===== src/rtl/lifo_rr_arbiter_if.sv =====
// Requester-side and LIFO-side signals of the LIFO round-robin arbiter.
// The arbiter takes the slave modport; the requesters and the LIFO take the master side.
interface lifo_rr_arbiter_if #(
    parameter int unsigned DATA_W = 16,
    parameter int unsigned N_REQ  = 4,
    parameter int unsigned ID_W   = $clog2(N_REQ)
);
    logic [N_REQ-1:0]        req;
    logic [N_REQ-1:0]        op;
    logic [N_REQ-1:0]        lock;
    logic [N_REQ*DATA_W-1:0] wdata;
    logic [N_REQ-1:0]        gnt;
    logic [DATA_W-1:0]       rdata;
    logic                    rvalid;
    logic [ID_W-1:0]         rid;
    logic                    lock_err;
    logic                    lifo_write;
    logic                    lifo_read;
    logic [DATA_W-1:0]       lifo_datain;
    logic [DATA_W-1:0]       lifo_dataout;
    logic                    lifo_val;
    logic                    lifo_full;

    modport slave (
        input  req, op, lock, wdata, lifo_dataout, lifo_val, lifo_full,
        output gnt, rdata, rvalid, rid, lock_err, lifo_write, lifo_read, lifo_datain
    );

    modport master (
        output req, op, lock, wdata, lifo_dataout, lifo_val, lifo_full,
        input  gnt, rdata, rvalid, rid, lock_err, lifo_write, lifo_read, lifo_datain
    );
endinterface


===== src/rtl/lifo_rr_arbiter.sv =====
// Round-robin arbiter sharing one LIFO between N_REQ push/pop requesters, with an
// optional timed exclusive lock per requester and tagged pop-data return.
module lifo_rr_arbiter #(
    parameter int unsigned DATA_W   = 16,
    parameter int unsigned N_REQ    = 4,
    parameter int unsigned ID_W     = $clog2(N_REQ),
    parameter int unsigned LOCK_MAX = 15
) (
    input logic               clk,
    input logic               reset,
    lifo_rr_arbiter_if.slave  bus
);

    typedef enum logic [0:0] {StArb, StLocked} state_e;

    state_e            state_q, state_d;
    logic [ID_W-1:0]   ptr_q, ptr_d;
    logic [ID_W-1:0]   owner_q, owner_d;
    logic [7:0]        lock_cnt_q, lock_cnt_d;
    logic [N_REQ-1:0]  relock_blk_q, relock_blk_d;
    logic              lock_err_q, lock_err_d;
    logic              rvalid_q;
    logic [DATA_W-1:0] rdata_q;
    logic [ID_W-1:0]   rid_q;

    logic [N_REQ-1:0]  elig;
    logic [N_REQ-1:0]  cand;
    logic [N_REQ-1:0]  gnt;
    logic              found;
    logic [ID_W-1:0]   win;
    logic              any_gnt;
    logic              win_pop;

    function automatic logic [ID_W-1:0] next_idx(input logic [ID_W-1:0] i);
        return (32'(i) == N_REQ - 1) ? '0 : i + 1'b1;
    endfunction

    // Eligibility, then restriction to the lock owner while locked.
    always_comb begin
        elig = '0;
        for (int unsigned i = 0; i < N_REQ; i++) begin
            elig[i] = bus.req[i] & (bus.op[i] ? bus.lifo_val : ~bus.lifo_full);
        end
        cand = elig;
        if (state_q == StLocked) begin
            cand = elig & (N_REQ'(1) << owner_q);
        end
    end

    // First candidate at or above ptr, wrapping.
    always_comb begin
        int unsigned idx;
        found = 1'b0;
        win   = '0;
        idx   = 0;
        for (int unsigned k = 0; k < N_REQ; k++) begin
            idx = (32'(ptr_q) + k) % N_REQ;
            if (!found && cand[ID_W'(idx)]) begin
                found = 1'b1;
                win   = ID_W'(idx);
            end
        end
    end

    always_comb begin
        gnt     = '0;
        any_gnt = 1'b0;
        win_pop = bus.op[win];
        if (reset && found) begin
            gnt     = N_REQ'(1) << win;
            any_gnt = 1'b1;
        end
    end

    assign bus.gnt         = gnt;
    assign bus.lifo_write  = any_gnt & ~win_pop;
    assign bus.lifo_read   = any_gnt & win_pop;
    assign bus.lifo_datain = any_gnt ? bus.wdata[32'(win) * DATA_W +: DATA_W] : '0;
    assign bus.rdata       = rdata_q;
    assign bus.rvalid      = rvalid_q;
    assign bus.rid         = rid_q;
    assign bus.lock_err    = lock_err_q;

    always_comb begin
        state_d    = state_q;
        ptr_d      = ptr_q;
        owner_d    = owner_q;
        lock_cnt_d = lock_cnt_q;
        lock_err_d = 1'b0;
        // A block clears once its requester is seen with lock low at an edge.
        relock_blk_d = relock_blk_q & bus.lock;
        unique case (state_q)
            StArb: begin
                if (found) begin
                    ptr_d = next_idx(win);
                    if (bus.lock[win] && !relock_blk_q[win]) begin
                        state_d    = StLocked;
                        owner_d    = win;
                        lock_cnt_d = '0;
                    end
                end
            end
            StLocked: begin
                lock_cnt_d = lock_cnt_q + 8'd1;
                if (!bus.lock[owner_q]) begin
                    state_d    = StArb;
                    ptr_d      = next_idx(owner_q);
                    lock_cnt_d = '0;
                end else if (lock_cnt_q == 8'(LOCK_MAX - 1)) begin
                    // Held for LOCK_MAX locked cycles: force release and bar re-lock.
                    state_d               = StArb;
                    ptr_d                 = next_idx(owner_q);
                    lock_cnt_d            = '0;
                    lock_err_d            = 1'b1;
                    relock_blk_d[owner_q] = 1'b1;
                end
            end
            default: begin
                state_d = StArb;
            end
        endcase
    end

    always_ff @(posedge clk) begin
        if (!reset) begin
            state_q      <= StArb;
            ptr_q        <= '0;
            owner_q      <= '0;
            lock_cnt_q   <= '0;
            relock_blk_q <= '0;
            lock_err_q   <= 1'b0;
            rvalid_q     <= 1'b0;
            rdata_q      <= '0;
            rid_q        <= '0;
        end else begin
            state_q      <= state_d;
            ptr_q        <= ptr_d;
            owner_q      <= owner_d;
            lock_cnt_q   <= lock_cnt_d;
            relock_blk_q <= relock_blk_d;
            lock_err_q   <= lock_err_d;
            rvalid_q     <= bus.lifo_read;
            if (bus.lifo_read) begin
                rdata_q <= bus.lifo_dataout;
                rid_q   <= win;
            end
        end
    end

endmodule


===== src/flat_wrapper.sv =====
// flat-port wrapper written by rule: the top's interface ports become plain ports
module lifo_rr_arbiter_flat 
#(
    parameter int unsigned DATA_W   = 16,
    parameter int unsigned N_REQ    = 4,
    parameter int unsigned ID_W     = $clog2(N_REQ),
    parameter int unsigned LOCK_MAX = 15
)
  (clk, reset, bus_req, bus_op, bus_lock, bus_wdata, bus_lifo_dataout, bus_lifo_val, bus_lifo_full, bus_gnt, bus_rdata, bus_rvalid, bus_rid, bus_lock_err, bus_lifo_write, bus_lifo_read, bus_lifo_datain);
  lifo_rr_arbiter_if #(.DATA_W(DATA_W), .N_REQ(N_REQ), .ID_W(ID_W)) bus_i ();
  input logic clk;
  input logic reset;
  input wire logic [$bits(bus_i.req)-1:0] bus_req;
  input wire logic [$bits(bus_i.op)-1:0] bus_op;
  input wire logic [$bits(bus_i.lock)-1:0] bus_lock;
  input wire logic [$bits(bus_i.wdata)-1:0] bus_wdata;
  input wire logic [$bits(bus_i.lifo_dataout)-1:0] bus_lifo_dataout;
  input wire logic [$bits(bus_i.lifo_val)-1:0] bus_lifo_val;
  input wire logic [$bits(bus_i.lifo_full)-1:0] bus_lifo_full;
  output wire logic [$bits(bus_i.gnt)-1:0] bus_gnt;
  output wire logic [$bits(bus_i.rdata)-1:0] bus_rdata;
  output wire logic [$bits(bus_i.rvalid)-1:0] bus_rvalid;
  output wire logic [$bits(bus_i.rid)-1:0] bus_rid;
  output wire logic [$bits(bus_i.lock_err)-1:0] bus_lock_err;
  output wire logic [$bits(bus_i.lifo_write)-1:0] bus_lifo_write;
  output wire logic [$bits(bus_i.lifo_read)-1:0] bus_lifo_read;
  output wire logic [$bits(bus_i.lifo_datain)-1:0] bus_lifo_datain;
  assign bus_i.req = bus_req;
  assign bus_i.op = bus_op;
  assign bus_i.lock = bus_lock;
  assign bus_i.wdata = bus_wdata;
  assign bus_i.lifo_dataout = bus_lifo_dataout;
  assign bus_i.lifo_val = bus_lifo_val;
  assign bus_i.lifo_full = bus_lifo_full;
  assign bus_gnt = bus_i.gnt;
  assign bus_rdata = bus_i.rdata;
  assign bus_rvalid = bus_i.rvalid;
  assign bus_rid = bus_i.rid;
  assign bus_lock_err = bus_i.lock_err;
  assign bus_lifo_write = bus_i.lifo_write;
  assign bus_lifo_read = bus_i.lifo_read;
  assign bus_lifo_datain = bus_i.lifo_datain;
  lifo_rr_arbiter #(.DATA_W(DATA_W), .N_REQ(N_REQ), .ID_W(ID_W), .LOCK_MAX(LOCK_MAX)) u_core (.clk(clk), .reset(reset), .bus(bus_i));
endmodule

===== config.mk =====
export PLATFORM = sky130hd
export DESIGN_NAME = lifo_rr_arbiter_flat
export DESIGN_NICKNAME = d
export VERILOG_FILES = /design/src/rtl/lifo_rr_arbiter_if.sv /design/src/rtl/lifo_rr_arbiter.sv /design/src/flat_wrapper.sv
export SDC_FILE = /design/constraint.sdc
export NUM_CORES = 1
export LEC_CHECK = 0
export CORE_ASPECT_RATIO = 2
export CORE_MARGIN = 3
export CORE_UTILIZATION = 30
export CTS_CLUSTER_SIZE = 10
export DETAILED_ROUTE_END_ITERATION = 10
export SLEW_MARGIN = 20
export SYNTH_ARGS = -nofsm -noshare
export SYNTH_HDL_FRONTEND = slang
export SYNTH_SLANG_ARGS = --single-unit

===== constraint.sdc =====
create_clock -name clk -period 5.7 [get_ports clk]
set_clock_uncertainty 0.05 [all_clocks]
set_input_delay 1.14 -clock clk [delete_from_list [all_inputs] [get_ports clk]]
set_output_delay 1.14 -clock clk [all_outputs]
set_load 0.05 [all_outputs]

==> run_results.csv <==
group,metric,value,unit
status,outcome,"completed",
clock_tree,cts.sink_count,37,
clock_tree,cts_buffer_depth,2,
logic_synthesis,synth_edf_count,0,
worst_setup_path,path_buf_inv,5,
worst_hold_path,hold_class,"reg -> reg",
sta,slew_headroom,39.72,%
power,finalPower,1.393,mW
global_routing,grt_pass1_wl,13740,um
floorplan,start_util,31.02,%
place,gp_congestion,0.7891,
power,powerDensity,337.3,mW/mm^2
sta,finalCritPeriodShare,89.52,%
route,drt-total-wl,8850,um
floorplan,core-area,0.008351,mm^2
clock_tree,clk_pin_slew,50,ps
clock_tree,cts_root_buf,"clkbuf_16",
worst_setup_path,arrival,3910,ps
sta,finalMaxSlewViolations,0,
floorplan,io_pins,138,
worst_setup_path,crit_family,"buffers and inverters",
clock_tree,htreeDepth,2,
sta,tightest_slew,904.2,ps
route,vias,2692,
logic_synthesis,synthXorXnorAreaFrac,2.029,%
global_routing,antenna_found_initial,0,
final_layout,final_cell_mix,"115 x clkdlybuf4s50_1, 41 x nand2_1, 37 x mux2i_1, 37 x dfxtp_1, 32 x a211oi_1",
logic_synthesis,synth_top_family_by_area,"compound AO/OA/AOI/OAI gates",
place,dp_cells,526,
clock_tree,tritoncts,"done",
run,maxCapViolCount,0,
power,p_leak,1.676,nW
final_layout,final_common_cell,"clkdlybuf4s50_1",
global_routing,met3_usage,3.214,%
logic_synthesis,synth_compound_area_share,23.82,%
route,drt-initial-drc-count,67,
global_routing,grt_max_degree,57,
sta,min_period,5103,ps
final_layout,utilization,49.48,%
sta,setup_tns,0,ps
logic_synthesis,yosys.area_share.simple,19.71,%
clock_tree,cts_setup_buffers,0,
route,drc,0,
global_routing,grt_overflow,0,
logic_synthesis,seq_area_frac_synth,28.60,%
final_layout,fin_cells,533,
clock_tree,hold_buffers,0,
place,port_buffers,137,
global_routing,grt-busiest-layer,"met2",
logic_synthesis,synth_fa_ha_area_share,4.831,%
route,ant_nets,0,
worst_setup_path,crit_path_cell_trace,"clkdlybuf4s50_1 > and2_1 > o221a_2 > a211oi_2 > o32ai_4 > buf_4 > clkinv_1 > buf_4 > a211oi_1 > a211oi_1 > buf_4",
floorplan,rows,47,
logic_synthesis,synth.cell_area,0.002590,mm^2
worst_setup_path,cp.required,4510,ps
place,pre_cts_ws,564.8,ps
logic_synthesis,synth.area.mux_share,15.17,%
logic_synthesis,synth_nets,409,
worst_setup_path,path_common_cell,"buf_4",
worst_setup_path,worstPathMaxFanout,39,
final_layout,areaGrowthSynthToFinish,59.52,%
logic_synthesis,ys_warn_count,0,
global_routing,grt_usage,17.71,%
logic_synthesis,ys_ff_latch,37,
route,detail_route.vias_per_cell,5.051,
sta,finalWorstSetupSlack,597.2,ps
clock_tree,ctsResizeCount,0,
logic_synthesis,ys.flop_type,"dfxtp_1",
final_layout,num-nets-final,541,
sta,finalSetupViolations,0,
worst_setup_path,endpoint_kind,"output pin",
sta,finalHoldViolCount,0,
worst_setup_path,critical_path_class,"in -> out",
global_routing,grt_pass1_vias,2763,
floorplan,die_w,71.70,um
worst_setup_path,critPathSlowestCell,"clkdlybuf4s50_1",
floorplan,die_height,137.4,um
final_layout,drive_above_1_share,10.57,%
logic_synthesis,synthCells,303,
floorplan,die_area,0.009852,mm^2
logic_synthesis,synth.avg_cell_area,8.548,um^2
worst_setup_path,max_stage_delay,510,ps
worst_setup_path,critPathLaunchType,"input port",
power,max-vdd-ir-drop,0.2255,mV
route,post_drt_wl_per_cell,16.60,um
final_layout,n_antenna_cell,0,
logic_synthesis,ys_types,44,
global_routing,grt.met2_usage,33.35,%
global_routing,use_met1,18.04,%
clock_tree,worstSkewPairLatency,280,ps
place,hpwl,7002,um
clock_tree,numCtsBuffers,5,
logic_synthesis,synthArstFlopShare,0,%
route,first_pass_iters,4,
sta,clock.fmax,196.0,MHz
worst_setup_path,rrSetupSlack,2350,ps
sta,rsz0062_at_grt,"false",
-- logic make-up after synthesis --
kind of cell / after synthesis
and+or+nand+nor: 104
muxes: 38
xor gates and xnor gates: 6
DFF: 37
AOI/OAI and AO/OA: 76
adders and majority gates: 10
buffers and inverters: 32
-- state kept, by name (all words and copies together) (netlist names) --
| name | flops |
|---|---|
| u_core.bus.rid | 2 |
| u_core.bus.rdata | 16 |
| u_core.state_q | 1 |
| u_core.relock_blk_q | 4 |
| u_core.bus.lock_err | 1 |
| u_core.lock_cnt_q | 8 |
| u_core.owner_q | 2 |
| u_core.bus.rvalid | 1 |
| u_core.ptr_q | 2 |
-- final cells by class --
class	count	area [um^2]
fill	822	4219
inverter	13	48.80
clock buffer	7	142.6
tap	98	122.6
sequential	37	740.7
multi-input combinational	234	1698
timing repair buffer	144	1379
-- metal layers --
layer | vias to the layer above | share of wire, %
met4 | 0 | 4.2
met5 | - | 0
li1 | 1374 | -
met2 | 82 | 55
met3 | 20 | 5.1
met1 | 1216 | 36
-- worst register-to-register path: stages, from the launching register on --
cell and delay (ps):
dfxtp_1 450, inv_1 100, ha_1 270, o221ai_4 270, a211oi_2 90, o32ai_4 360
buf_4 490, clkinv_1 180, buf_4 200, ha_1 270, or3_1 330, o21ai_0 80
a21oi_1 90
-- final timing paths --
kind | startpoint | to | cells after the start
worst min-delay path | u_core.bus.rdata[0] | u_core.bus.rdata[0] | 2
worst max register to register | u_core.owner_q[0] | u_core.ptr_q[1] | 12
worst min register to register | u_core.bus.rdata[0] | u_core.bus.rdata[0] | 2
worst max-delay path | bus_lifo_val | bus_lifo_datain[1] | 11
-- through the flow --
step,area [um^2],hold WS (ps)
after floorplan,2590,429.4
after global placement,3989,394.6
after detailed placement,3989,399.8
after CTS,4131,407.1
after global routing,4131,426.0
final,4131,401.5
-- Yosys cell counts, types with 2 or more instances --
master | count | area (um^2)
a211oi_1 | 32 | 240.2
a211oi_2 | 2 | 25.02
a21oi_1 | 5 | 25.02
a32o_1 | 4 | 40.04
and2_1 | 22 | 137.6
buf_4 | 2 | 15.01
buf_6 | 3 | 33.78
clkbuf_1 | 13 | 48.80
clkinv_1 | 2 | 7.510
dfxtp_1 | 37 | 740.7
ha_1 | 10 | 125.1
inv_1 | 10 | 37.54
mux2i_1 | 37 | 370.4
nand2_1 | 41 | 153.9
nand2b_1 | 4 | 25.02
nand3_1 | 11 | 55.05
nand4_1 | 2 | 12.51
nor2_1 | 14 | 52.55
nor2b_1 | 3 | 18.77
nor3_1 | 2 | 10.01
o21a_1 | 3 | 22.52
o21ai_0 | 8 | 40.04
o221ai_1 | 2 | 17.52
o22ai_1 | 10 | 62.56
xnor2_1 | 2 | 17.52
xor2_1 | 4 | 35.03
-- power breakdown --
part	internal (mW)	leakage (nW)	total [mW]	switching, mW
registers	0.299	0.302	0.333	0.0345
clock network	0.172	0.0700	0.271	0.0993
logic	0.313	1.30	0.789	0.476
total	0.783	1.68	1.39	0.610
Note: power is estimated with default switching activity, not from simulation.
